**config.mk**
```make
export PLATFORM = sky130hd
export DESIGN_NAME = txn_ctrl_queue
export DESIGN_NICKNAME = d
export VERILOG_FILES = /design/src/rtl/txn_ctrl_queue.sv
export SDC_FILE = /design/constraint.sdc
export NUM_CORES = 1
export LEC_CHECK = 0
export ABC_CLOCK_PERIOD_IN_PS = 13350
export CORE_ASPECT_RATIO = 1.25
export CORE_MARGIN = 2
export CORE_UTILIZATION = 50
export DETAILED_ROUTE_END_ITERATION = 6
export HOLD_SLACK_MARGIN = 0.06
export PLACE_DENSITY = 0.67
export SYNTH_ARGS = -nofsm -noshare
export SYNTH_HDL_FRONTEND = slang
export SYNTH_SLANG_ARGS = --single-unit
```
**constraint.sdc**
```tcl
create_clock -name clk_i -period 13.35 [get_ports clk_i]
set_input_delay 2.67 -clock clk_i [delete_from_list [all_inputs] [get_ports clk_i]]
set_output_delay 2.67 -clock clk_i [all_outputs]
set_load 0.03 [all_outputs]
```
**src/rtl/txn_ctrl_queue.sv**
```systemverilog
// Transaction control queue: splits segments into AXI INCR bursts,
// tracks data beats and write responses, and retires segments in order.
module txn_ctrl_queue #(
  parameter int unsigned Depth          = 4,
  parameter int unsigned AddrWidth      = 32,
  parameter int unsigned BeatCntWidth   = 12,
  parameter int unsigned BusBytesLog2   = 4,
  parameter int unsigned MaxBurstLen    = 256,
  parameter int unsigned BurstFifoDepth = 8,
  parameter int unsigned MaxOutB        = 8
) (
  input  logic                    clk_i,
  input  logic                    rst_i,
  input  logic                    seg_valid_i,
  output logic                    seg_ready_o,
  input  logic [AddrWidth-1:0]    seg_addr_i,
  input  logic [BeatCntWidth-1:0] seg_beats_i,
  input  logic                    seg_is_load_i,
  input  logic                    seg_is_final_i,
  output logic                    aw_valid_o,
  input  logic                    aw_ready_i,
  output logic                    ar_valid_o,
  input  logic                    ar_ready_i,
  output logic [AddrWidth-1:0]    ax_addr_o,
  output logic [7:0]              ax_len_o,
  output logic [2:0]              ax_size_o,
  output logic                    beat_valid_o,
  input  logic                    beat_ready_i,
  output logic                    beat_burst_last_o,
  output logic                    beat_seg_last_o,
  output logic                    beat_is_load_o,
  output logic                    beat_is_final_o,
  input  logic                    b_valid_i,
  output logic                    b_ready_o,
  output logic                    idle_o
);

  localparam int unsigned QIW = $clog2(Depth);
  localparam int unsigned QPW = QIW + 1;
  localparam int unsigned FIW = $clog2(BurstFifoDepth);
  localparam int unsigned BIW = $clog2(MaxOutB);
  localparam int unsigned LW  = (BeatCntWidth > 13) ? BeatCntWidth : 13;
  localparam logic [AddrWidth-1:0] AMask =
    ~((AddrWidth'(1) << BusBytesLog2) - AddrWidth'(1));

  typedef struct packed {
    logic [7:0] len;
    logic       seg_last;
    logic       is_load;
    logic       is_final;
  } burst_t;

  logic [AddrWidth-1:0]    q_addr_q  [Depth];
  logic [BeatCntWidth-1:0] q_beats_q [Depth];
  logic [Depth-1:0]        q_load_q, q_final_q, q_done_q;
  logic [QIW:0]            enq_q, iss_q, dat_q, deq_q;

  logic                    loaded_q;
  logic [AddrWidth-1:0]    cur_addr_q;
  logic [BeatCntWidth-1:0] rem_q;

  burst_t                  bf_mem_q [BurstFifoDepth];
  logic [FIW:0]            bf_wr_q, bf_rd_q;
  logic [7:0]              cnt_q;

  logic [MaxOutB-1:0]      bt_mem_q;
  logic [BIW:0]            bt_wr_q, bt_rd_q;

  logic q_empty, q_full, enq_fire, deq_adv;
  logic iss_pend, iss_load, iss_last, ax_ok, ax_fire, aw_fire;
  logic [QIW-1:0] iss_idx, dat_idx, deq_idx, st_idx, idx_t;
  logic [QIW:0] q_count;
  logic st_hit;
  logic [AddrWidth-1:0] eff_addr, step;
  logic [BeatCntWidth-1:0] eff_rem;
  logic [12:0] pg_bytes;
  logic [LW-1:0] pg_beats, rem_ext, max_ext, blen;
  logic bf_empty, bf_full, beat_fire, dat_adv;
  burst_t bf_head;
  logic bt_empty, bt_full, b_fire, b_done;
  logic unused_dat_wrap;

  assign unused_dat_wrap = dat_q[QIW];

  assign iss_idx = iss_q[QIW-1:0];
  assign dat_idx = dat_q[QIW-1:0];
  assign deq_idx = deq_q[QIW-1:0];
  assign q_empty = (enq_q == deq_q);
  assign q_full  = (enq_q[QIW-1:0] == deq_idx) && (enq_q[QIW] != deq_q[QIW]);
  assign q_count = enq_q - deq_q;
  assign seg_ready_o = !q_full;
  assign enq_fire = seg_valid_i && seg_ready_o;
  assign deq_adv = !q_empty && q_done_q[deq_idx];

  assign eff_addr = loaded_q ? cur_addr_q : q_addr_q[iss_idx];
  assign eff_rem  = loaded_q ? rem_q : q_beats_q[iss_idx];
  assign pg_bytes = 13'd4096 - {1'b0, eff_addr[11:0]};
  assign pg_beats = LW'(pg_bytes >> BusBytesLog2);
  assign rem_ext  = LW'(eff_rem);
  assign max_ext  = LW'(MaxBurstLen);

  // Burst length: smallest of remaining beats, max burst, page room.
  always_comb begin
    blen = rem_ext;
    if (max_ext < blen) blen = max_ext;
    if (pg_beats < blen) blen = pg_beats;
  end

  assign step     = AddrWidth'(blen) << BusBytesLog2;
  assign iss_last = (rem_ext == blen);
  assign iss_pend = (iss_q != enq_q);
  assign iss_load = q_load_q[iss_idx];

  assign bf_empty = (bf_wr_q == bf_rd_q);
  assign bf_full  = (bf_wr_q[FIW-1:0] == bf_rd_q[FIW-1:0]) &&
                    (bf_wr_q[FIW] != bf_rd_q[FIW]);
  assign bt_empty = (bt_wr_q == bt_rd_q);
  assign bt_full  = (bt_wr_q[BIW-1:0] == bt_rd_q[BIW-1:0]) &&
                    (bt_wr_q[BIW] != bt_rd_q[BIW]);

  assign ax_ok      = iss_pend && !bf_full && (iss_load || !bt_full);
  assign ar_valid_o = ax_ok && iss_load;
  assign aw_valid_o = ax_ok && !iss_load;
  assign aw_fire    = aw_valid_o && aw_ready_i;
  assign ax_fire    = aw_fire || (ar_valid_o && ar_ready_i);
  assign ax_addr_o  = eff_addr;
  assign ax_len_o   = 8'(blen - LW'(1));
  assign ax_size_o  = 3'(BusBytesLog2);

  assign bf_head           = bf_mem_q[bf_rd_q[FIW-1:0]];
  assign beat_valid_o      = !bf_empty;
  assign beat_burst_last_o = (cnt_q == bf_head.len);
  assign beat_seg_last_o   = beat_burst_last_o && bf_head.seg_last;
  assign beat_is_load_o    = bf_head.is_load;
  assign beat_is_final_o   = bf_head.is_final;
  assign beat_fire         = beat_valid_o && beat_ready_i;
  assign dat_adv           = beat_fire && beat_seg_last_o;

  assign b_ready_o = !bt_empty;
  assign b_fire    = b_valid_i && b_ready_o;
  assign b_done    = b_fire && bt_mem_q[bt_rd_q[BIW-1:0]];

  assign idle_o = q_empty && bf_empty && bt_empty;

  // Locate the oldest queued store that has not yet completed.
  always_comb begin
    st_hit = 1'b0;
    st_idx = '0;
    idx_t  = '0;
    for (int i = 0; i < Depth; i++) begin
      idx_t = deq_idx + QIW'(i);
      if (!st_hit && (QPW'(i) < q_count) &&
          !q_load_q[idx_t] && !q_done_q[idx_t]) begin
        st_hit = 1'b1;
        st_idx = idx_t;
      end
    end
  end

  // Segment queue storage, pointers and completion flags.
  always_ff @(posedge clk_i or posedge rst_i) begin
    if (rst_i) begin
      for (int i = 0; i < Depth; i++) begin
        q_addr_q[i]  <= '0;
        q_beats_q[i] <= '0;
      end
      q_load_q  <= '0;
      q_final_q <= '0;
      q_done_q  <= '0;
      enq_q     <= '0;
      iss_q     <= '0;
      dat_q     <= '0;
      deq_q     <= '0;
    end else begin
      if (ax_fire && iss_last) iss_q <= iss_q + 1'b1;
      if (dat_adv) begin
        dat_q <= dat_q + 1'b1;
        if (beat_is_load_o) q_done_q[dat_idx] <= 1'b1;
      end
      if (b_done && st_hit) q_done_q[st_idx] <= 1'b1;
      if (deq_adv) deq_q <= deq_q + 1'b1;
      if (enq_fire) begin
        q_addr_q[enq_q[QIW-1:0]]  <= seg_addr_i & AMask;
        q_beats_q[enq_q[QIW-1:0]] <= seg_beats_i;
        q_load_q[enq_q[QIW-1:0]]  <= seg_is_load_i;
        q_final_q[enq_q[QIW-1:0]] <= seg_is_final_i;
        q_done_q[enq_q[QIW-1:0]]  <= 1'b0;
        enq_q <= enq_q + 1'b1;
      end
    end
  end

  // Issue engine: running address and beats left for the head segment.
  always_ff @(posedge clk_i or posedge rst_i) begin
    if (rst_i) begin
      loaded_q   <= 1'b0;
      cur_addr_q <= '0;
      rem_q      <= '0;
    end else if (ax_fire) begin
      loaded_q   <= !iss_last;
      cur_addr_q <= eff_addr + step;
      rem_q      <= eff_rem - BeatCntWidth'(blen);
    end
  end

  // Burst FIFO between address issue and the data beat counter.
  always_ff @(posedge clk_i or posedge rst_i) begin
    if (rst_i) begin
      for (int i = 0; i < BurstFifoDepth; i++) bf_mem_q[i] <= '0;
      bf_wr_q <= '0;
      bf_rd_q <= '0;
      cnt_q   <= '0;
    end else begin
      if (ax_fire) begin
        bf_mem_q[bf_wr_q[FIW-1:0]] <= '{len: ax_len_o, seg_last: iss_last,
                                       is_load: iss_load,
                                       is_final: q_final_q[iss_idx]};
        bf_wr_q <= bf_wr_q + 1'b1;
      end
      if (beat_fire) begin
        if (beat_burst_last_o) begin
          bf_rd_q <= bf_rd_q + 1'b1;
          cnt_q   <= '0;
        end else begin
          cnt_q <= cnt_q + 8'd1;
        end
      end
    end
  end

  // Write-response tracker: one seg_last flag per outstanding AW.
  always_ff @(posedge clk_i or posedge rst_i) begin
    if (rst_i) begin
      bt_mem_q <= '0;
      bt_wr_q  <= '0;
      bt_rd_q  <= '0;
    end else begin
      if (aw_fire) begin
        bt_mem_q[bt_wr_q[BIW-1:0]] <= iss_last;
        bt_wr_q <= bt_wr_q + 1'b1;
      end
      if (b_fire) bt_rd_q <= bt_rd_q + 1'b1;
    end
  end

endmodule

```
# ---- Word level (Yosys, flattened, before mapping)
# Cells that the tools add are included.
dict set report totals {
  regBits 365
  output_inout_bits 53
  in_bits 53
  word_cells 246
}
dict set report classes {
  reduce_logical 59
  n_addsub 17
  bitwise 8
  n_eq_ne 12
  magnitude_cmp 26
  n_mux 68
}
# cell n
set ops {}
lappend ops {{$bwmux 128} 1}
lappend ops {{$mux 32} 4}
lappend ops {{$bwmux 88} 1}
lappend ops {{$mux 12} 6}
lappend ops {{$bmux 32 s2} 1}
lappend ops {{$demux 32 s2} 1}
lappend ops {{$bwmux 48} 1}
lappend ops {{$logic_and 1x1->1} 37}
lappend ops {{$bmux 11 s3} 1}
lappend ops {{$demux 11 s3} 1}
lappend ops {{$mux 11} 3}
lappend ops {{$add 32x16->32} 1}
lappend ops {{$bmux 12 s2} 1}
lappend ops {{$demux 12 s2} 1}
lappend ops {{$lt 2x3->1 const B} 8}
lappend ops {{$bmux 1 s2} 10}
lappend ops {{$logic_not 1->1} 19}
lappend ops {{$mux 1} 19}
lappend ops {{$add 4x1->4 const B} 4}
lappend ops {{$mux 4} 4}
lappend ops {{$sub 13x12->13 const A} 1}
lappend ops {{$add 3x1->3 const B} 4}
lappend ops {{$eq 12x12->1} 1}
lappend ops {{$lt 9x12->1} 1}
lappend ops {{other kinds (36)} 59}

# ---- Logic depth before layout (Yosys ltp)
# Gate-level depths: netlist of run 1.
dict set report logic_depth {
  depth_word 29
  depth_mapped 29
  ltp_nobuf 25
}

# ---- Worst setup path after synthesis of run 1
# Ideal clock, no wire load.
dict set report synth_timing {
  kind {register to output}
  from {register iss_q[0]}
  to {output ax_len_o[6]}
  path_buffers 2
  arrival_ns 5.267
  setup_slack_ns 5.413
  stages_incl_launch_ff 21
  t_required_ns 10.680
  cell_sequence {dfrtp_1 > buf_4 > mux4_2 > mux2i_1 > inv_2 > a311oi_4 > nand2_1 > xnor2_1 > ha_1 > a21o_1 > a21o_1 > a21o_1 > a221oi_1 > o21ai_4 > buf_2 > mux2i_1 > ha_1 > inv_1 > a211o_1 > mux2i_1 > xnor2_2}
}
dict set report synth_between {
  elab_cells_between_ends 15
  classes_between {add/sub (2); order compare (2); mux (10); bitwise (1)}
}
# element line
set synth_rtl {}
lappend synth_rtl {{start, declared} 56} ;# logic [QIW:0] enq_q, iss_q, dat_q, deq_q;
lappend synth_rtl {{start signal, assigned} 175} ;# if (ax_fire && iss_last) iss_q <= iss_q + 1'b1;
lappend synth_rtl {{$not 2->3 (not written as such) *} 95} ;# assign eff_addr = loaded_q ? cur_addr_q : q_addr_q[iss_idx];
lappend synth_rtl {{$bmux 32 s2 *} 95}
lappend synth_rtl {{$mux 32 (not written as such) * (2 in series)} 95}
lappend synth_rtl {{$mux 32 *} 95}
lappend synth_rtl {{via ax_addr_o[7]} 24} ;# output logic [AddrWidth-1:0] ax_addr_o,
lappend synth_rtl {{$sub 13x12->13 *} 97} ;# assign pg_bytes = 13'd4096 - {1'b0, eff_addr[11:0]};
lappend synth_rtl {{$lt 9x12->1} 106} ;# if (pg_beats < blen) blen = pg_beats;
lappend synth_rtl {{$mux 12 *} 106}
lappend synth_rtl {{$sub 8x1->8 *} 127} ;# assign ax_len_o = 8'(blen - LW'(1));
lappend synth_rtl {{end, declared} 25} ;# output logic [7:0] ax_len_o,
# The timed path passes the listed nets; every way through them passes the cells marked *. The select of a mux whose other input is x is not followed.

# ---- Final worst setup path of run 1
dict set report layout_timing {
  from {register iss_q[0]}
  to {output ax_len_o[6]}
}
dict set report layout_between {
  elab_chain_cells 10
  elab_cells_between_ends 15
  classes_between {add/sub (2); order compare (2); mux (10); bitwise (1)}
}
# element line
set layout_lines {}
lappend layout_lines {{$not 2->3 (not written as such) *} {95, 96}}
lappend layout_lines {{$bmux 12 s2} 96} ;# assign eff_rem = loaded_q ? rem_q : q_beats_q[iss_idx];
lappend layout_lines {{$mux 12 (not written as such) (2 in series)} 96}
lappend layout_lines {{$mux 12} 96}
lappend layout_lines {{$lt 9x12->1} 105} ;# if (max_ext < blen) blen = max_ext;
lappend layout_lines {{$mux 12} 105}
lappend layout_lines {{$lt 9x12->1} 106}
lappend layout_lines {{$mux 12 *} 106}
lappend layout_lines {{$sub 8x1->8 *} 127}
# Every way passes the cells marked *; elsewhere a longest branch is shown, timed or not. The select of a mux whose other input is x is not followed.

==> results of run 1 <==
==> worst max-delay path, stage by stage (launching register included) <==
cell and delay [ns]:
dfrtp_4 0.55, buf_4 0.67, mux4_2 0.65, mux2i_1 0.26
inv_2 0.12, a311oi_4 0.44, nand2_1 0.14, xnor2_1 0.17
ha_1 0.34, a21o_1 0.18, a21o_1 0.18, a21o_1 0.18
a221oi_1 0.38, o21ai_4 0.28, mux2_2 0.36, inv_1 0.18
ha_1 0.36, inv_1 0.07, a211o_1 0.23, mux2i_1 0.24
xnor2_2 0.26, clkdlybuf4s50_1 0.76
==> report_power, final <==
part	total (mW)	switching (mW)	internal (mW)
sequential	1.82	0.290	1.53
clock	1.06	0.444	0.618
combinational	2.76	1.49	1.27
total	5.65	2.23	3.42
==> registers in the layout, summed over array words and instances (netlist names), 3 cells and up <==
register	count
bf_wr_q	4
bt_mem_q	8
iss_q	3
bf_rd_q	4
q_load_q	4
bf_mem_q	88
q_final_q	4
deq_q	3
q_done_q	4
bt_wr_q	4
q_beats_q	48
cnt_q	8
cur_addr_q	32
enq_q	3
bt_rd_q	4
q_addr_q	112
rem_q	12
==> cells in the final DEF, fill, tap and decap left out, drive strengths merged, types with 8 or more instances in the layout <==
| cell type | count |
|---|---|
| nor2 | 74 |
| nor2b | 10 |
| o21a | 9 |
| o21ai | 52 |
| dfrtp | 348 |
| xor2 | 33 |
| and4 | 10 |
| nand3b | 8 |
| conb | 8 |
| mux4 | 64 |
| mux2 | 264 |
| mux2i | 42 |
| and2 | 17 |
| buf | 16 |
| and3 | 10 |
| a21oi | 47 |
| nor3 | 21 |
| a221o | 9 |
| xnor2 | 51 |
| clkdlybuf4s50 | 98 |
| a21o | 11 |
| clkbuf | 57 |
| inv | 59 |
| ha | 49 |
| nand2 | 135 |
| nand4 | 10 |
| nand3 | 24 |
| clkinv | 9 |
==> per-layer routing <==
layer,global-route usage,vias to the layer above
met5,0,-
li1,-,5708
met2,0.412,237
met4,0.119,0
met3,0.0381,111
met1,0.270,6222
==> through the flow <==
step / power [mW] / hold WS [ns] / setup slack [ns] / area (µm²)
3_3_place_gp: 4.51 / 0.453 / 3.73 / 20100
5_1_grt: 6.03 / 0.489 / 2.64 / 21400
2_1_floorplan: 3.84 / 0.438 / 1.03 / 18700
3_5_place_dp: 4.59 / 0.460 / 3.64 / 20100
4_1_cts: 5.68 / 0.475 / 3.03 / 21400
6_report: 5.65 / 0.467 / 3.11 / 21400
==> area by class of cell <==
type,instances,share of cell area
Tap cell,486,0.0285
Clock inverter,13,0.00562
Clock buffer,57,0.0536
Multi-Input combinational cell,1061,0.442
Timing Repair Buffer,114,0.0515
Inverter,59,0.0108
Sequential cell,348,0.408
==> cell families after synthesis <==
family                   count (synthesis)  share of synthesized area
multiplexers                           370                      0.260
AND/OR/NAND/NOR                        359                     0.0969
flip-flops                             348                      0.465
AO/OA/AOI/OAI                          187                     0.0672
buffers and inverters                  142                     0.0333
XOR/XNOR                                85                     0.0410
adder cells (fa/ha/maj)                 52                     0.0360
other                                    2                   0.000401
==> how the worst max path moves through the flow <==
| stage | startpoint | to | slack, ns | cells after the start |
|---|---|---|---|---|
| 2_1_floorplan | rst_i | bf_mem_q[0]$_DFFE_PP0P_ | 1.03 | 1 |
| 3_3_place_gp | iss_q[0]$_DFFE_PP0P_ | ax_len_o[6] | 3.73 | 21 |
| 3_5_place_dp | iss_q[0]$_DFFE_PP0P_ | ax_len_o[6] | 3.64 | 21 |
| 4_1_cts | iss_q[0]$_DFFE_PP0P_ | ax_len_o[6] | 3.03 | 21 |
| 5_1_grt | iss_q[0]$_DFFE_PP0P_ | ax_len_o[6] | 2.64 | 21 |
| 6_report | iss_q[0]$_DFFE_PP0P_ | ax_len_o[6] | 3.11 | 21 |
==> flow_summary_export.csv, run 1 <==
group,metric,value,unit
status,status,"complete, no violations",
sta,clock_skew,0.0204,ns
sta,setup_tns,0,ns
grt,grt-ovfl-total,0,
sta,maxSlewViolCount,0,
die,rows,79,
logic_synthesis,ys_ff_latch,348,
logic_synthesis,synthCells,1545,
final_layout,fin_util,0.576,
die,die_area,0.0390,mm²
final_layout,nFillCells,3021,
setup_path,r2r-start,"iss_q[0]$_DFFE_PP0P_",
setup_path,critPathKind,"flop to primary output",
route,via_count,12278,
sta,hold_viol,0,
die,core,0.0371,mm²
sta,max_freq,0.0977,GHz
clock_network,insertion_delay,0.55,ns
logic_synthesis,yosysMostFrequentCell,"dfrtp_1",
final_layout,multiInputGateArea,0.00944,mm²
route,dr.pass1.iters,5,
sta,setup_viol,0,
logic_synthesis,synth_top_area_share,0.465,
power,vdd_drop_max,0.000133,V
die,die_y,220,µm
logic_synthesis,synth_area_leader_cell,"dfrtp_1",
grt,antenna_found_initial,0,
power,power.density,264,mW/mm²
grt,grt_pass1_wl,70200,µm
placement,port_buffers,98,
logic_synthesis,yosys-top-cells-area,"dfrtp_1, mux2_2, mux4_2",
route,wl_met3,1650,µm
hold_path,min_path_type,"flop to flop",
setup_path,critPathCaptureType,"primary output",
grt,grt_max_degree,119,
final_layout,area_growth,14.1,%
final_layout,antenna_cells,0,
hold_path,hp-start,"bf_mem_q[11]$_DFFE_PP0P_",
sta,relSlewSlack,0.260,
clock_network,holdBufCountCts,0,
grt,grt_pass1_vias,12916,
clock_network,cts_root_buf,"clkbuf_16",
route,drt_iter0_drc,706,
clock_network,cts_max_path_buffers,3,
sta,period_share,0.767,
final_layout,final_cells,2138,
route,ant_nets,0,
route,drcViolationCount,0,
clock_network,path_clk_slew,0.06,ns
logic_synthesis,yosysUniqueCellTypes,84,
setup_path,crit_path_start_kind,"flop",
logic_synthesis,synth_warnings,0,
logic_synthesis,ys_seq_area_frac,0.465,
placement,place.gp.congestion,0.864,
power,leakage,9.07,nW
final_layout,fin_nets,1728,
setup_path,r2r_end,"cur_addr_q[24]$_DFFE_PP0P_",
clock_network,htree_levels,2,
clock_network,post-cts-setup-buffers,0,
logic_synthesis,yosys-top-cells-count,"dfrtp_1, mux2_2, nand2_1, nor2_1, mux4_2",
setup_path,r2r_cells,26,
sta,fin_crit,10.24,ns
route,avgRoutedWirePerCell,20.5,µm
setup_path,ff2ff_setup_slack,5.26,ns
die,pin_count,106,
logic_synthesis,syn_avg_cell_area,12.1,µm²
die,start_util,0.505,
hold_path,min_to,"bf_mem_q[11]$_DFFE_PP0P_",
die,die_w,177,µm
placement,placedCellCount,2068,
clock_network,numCtsBuffers,39,
sta,rsz0062_at_grt,"false",
clock_network,clock-sinks,348,
setup_path,crit_required,10.68,ns
logic_synthesis,synth_enable_flop_cells,0,
final_layout,register_area,0.00871,mm²
clock_network,cts_tree,"yes",
route,viasPerCell,5.74,
placement,dp_hpwl,29200,µm
clock_network,postCtsResizedCells,0,
route,drt-met1-wl,17500,µm
route,wl_met2,22400,µm
setup_path,crit_fanout,42,
grt,grt_use_total,0.232,
logic_synthesis,synth_area,0.0187,mm²
hold_path,hold_depth,2,
route,highest_layer,"met4",
flow_run,drv_cap,0,
final_layout,drive_gt1_frac,0.266,
logic_synthesis,synthFlopType,"dfrtp_1",
sta,worstMarginPinSlew,1.10,ns
setup_path,critPathArrivalTime,7.57,ns
logic_synthesis,async_reset_ff_frac,1.00,
route,drt_wl_total,43800,µm
(Power assumes the default switching activity.)
==> inputs of run 2 (changes only) <==
ABC_CLOCK_PERIOD_IN_PS = 10650   (was 13350)
clock period = 10.65 ns   (was 13.35 ns; I/O delays follow)
==> flow_summary_export.csv, run 2 (synthesis results as in run 1) <==
group,metric,value,unit
status,status,"complete, no violations",
final_layout,max_flop_register,"q_addr_q",
hold_path,hold_depth,2,
setup_path,crit_fanout,31,
sta,setup_tns,0,ns
sta,maxSlewViolCount,0,
setup_path,critPathArrivalTime,7.14,ns
hold_path,min_path_type,"flop to flop",
placement,dp_hpwl,29900,µm
power,combPwrFrac,0.489,
clock_network,cts_tree,"yes",
final_layout,final_area,0.0213,mm²
setup_path,crit_path_start_kind,"flop",
setup_path,r2r_cells,26,
grt,grt_max_degree,196,
die,core,0.0371,mm²
grt,grt_pass1_wl,71300,µm
final_layout,multiInputGateArea,0.00943,mm²
route,dr.pass1.iters,5,
flow_run,drv_cap,0,
sta,relSlewSlack,0.260,
power,power_frac_clock,0.188,
clock_network,htree_levels,2,
setup_path,critPathKind,"flop to primary output",
power,power.density,332,mW/mm²
placement,port_buffers,98,
clock_network,path_clk_slew,0.06,ns
die,pin_count,106,
sta,fin_crit,9.27,ns
die,rows,79,
placement,dpl-instance-area,0.0201,mm²
grt,grt_use_total,0.234,
power,vdd_drop_max,0.000168,V
final_layout,largest_reg_flops,112,
route,drt_iter0_drc,649,
die,die_w,177,µm
power,power.switching,2.79,mW
power,switching_share,0.393,
setup_path,critPathCaptureType,"primary output",
route,viasPerCell,5.79,
power,leakage,9.07,nW
sta,max_freq,0.108,GHz
clock_network,clock-sinks,348,
final_layout,fin_nets,1729,
clock_network,insertion_delay,0.54,ns
route,drcViolationCount,0,
route,ant_nets,0,
sta,clock_skew,0.0253,ns
sta,worstMarginPinSlew,1.10,ns
power,intPower,4.31,mW
clock_network,postCtsResizedCells,0,
die,die_y,220,µm
final_layout,layout_commonest_cell,"dfrtp_1",
final_layout,final_cell_mix,"dfrtp_1, mux2_2, nand2_1",
final_layout,antenna_cells,0,
sta,period_share,0.870,
die,start_util,0.505,
grt,grt-ovfl-total,0,
route,avgRoutedWirePerCell,20.5,µm
final_layout,drive_gt1_frac,0.265,
clock_network,cts_root_buf,"clkbuf_16",
die,die_area,0.0390,mm²
route,via_count,12363,
sta,setup_viol,0,
final_layout,largestRegisters,"q_addr_q: 112 flops, bf_mem_q: 88 flops, q_beats_q: 48 flops",
setup_path,crit_required,8.52,ns
route,drt_wl_total,43800,µm
clock_network,holdBufCountCts,0,
power,sequentialPowerShare,0.322,
clock_network,numCtsBuffers,38,
final_layout,area_growth,14.1,%
final_layout,nFillCells,3049,
clock_network,post-cts-setup-buffers,0,
final_layout,register_area,0.00871,mm²
placement,place.gp.congestion,0.879,
sta,rsz0062_at_grt,"false",
grt,antenna_found_initial,0,
sta,hold_viol,0,
grt,grt_pass1_vias,12956,
clock_network,cts_max_path_buffers,3,
-- run 2: worst paths after layout --
path | from | endpoint | slack [ns]
worst max-delay path | iss_q[0]$_DFFE_PP0P_ | ax_len_o[6] | 1.38
worst min-delay path | rem_q[1]$_DFFE_PP0P_ | rem_q[1]$_DFFE_PP0P_ | 0.47
worst max register to register | iss_q[1]$_DFFE_PP0P_ | cur_addr_q[24]$_DFFE_PP0P_ | 2.78
worst min register to register | rem_q[1]$_DFFE_PP0P_ | rem_q[1]$_DFFE_PP0P_ | 0.47
max in group asynchronous | rst_i | q_addr_q[60]$_DFFE_PP0P_ | 6.98
min in group asynchronous | rst_i | bf_rd_q[2]$_DFFE_PP0P_ | 2.12
-- run 2: area by class of cell --
| cell class | count | area share |
|---|---|---|
| clock buffers | 52 | 0.0494 |
| repair buffers | 116 | 0.0529 |
| well taps | 486 | 0.0285 |
| multi-input cells | 1061 | 0.442 |
| clock inverters | 15 | 0.00862 |
| inverters | 59 | 0.0106 |
| flip-flops and latches | 348 | 0.408 |
-- run 2: power by group through the flow --
stage	clock, mW	sequential (mW)	combinational [mW]
after floorplan	0	2.15	2.66
after global placement	0	2.27	3.39
after detailed placement	0	2.31	3.47
after CTS	1.37	2.28	3.49
after global routing	1.42	2.36	3.79
final	1.33	2.29	3.47
-- run 2: through the flow --
stage                     total power [mW]  setup slack [ns]  hold slack [ns]  std cells  utilization
after floorplan                       4.81              3.25            0.438       1551            -
after global placement                5.66              1.95            0.453       2070        0.543
after detailed placement              5.77              1.89            0.459       2070        0.543
after CTS                             7.14              1.28            0.471       2137        0.576
after global routing                  7.58             0.855            0.498       2137        0.576
final                                 7.09              1.38            0.469       2137        0.576
-- run 2: worst max-delay path, cell delays in order, from the launching register on --
cell             delay (ns)
dfrtp_4                0.79
buf_4                  0.50
mux4_2                 0.61
mux2i_1                0.36
inv_1                  0.18
nor2_1                 0.14
nand3_2                0.10
xor2_1                 0.18
ha_1                   0.32
nand3_1                0.07
nor2_1                 0.14
o2111ai_1              0.18
o21ai_4                0.53
mux2_2                 0.43
inv_1                  0.18
ha_1                   0.33
inv_1                  0.07
a211o_1                0.24
mux2i_1                0.22
xnor2_2                0.25
clkdlybuf4s50_1        0.76
-- run 2: per-layer routing --
metal	vias to the layer above	routed length (µm)	GRT usage	part of all wire
li1	5724	-	-	-
met2	252	23000	0.424	0.52
met1	6310	17800	0.284	0.41
met3	77	1620	0.0321	0.037
met4	0	1380	0.0837	0.032
met5	-	0	0	0
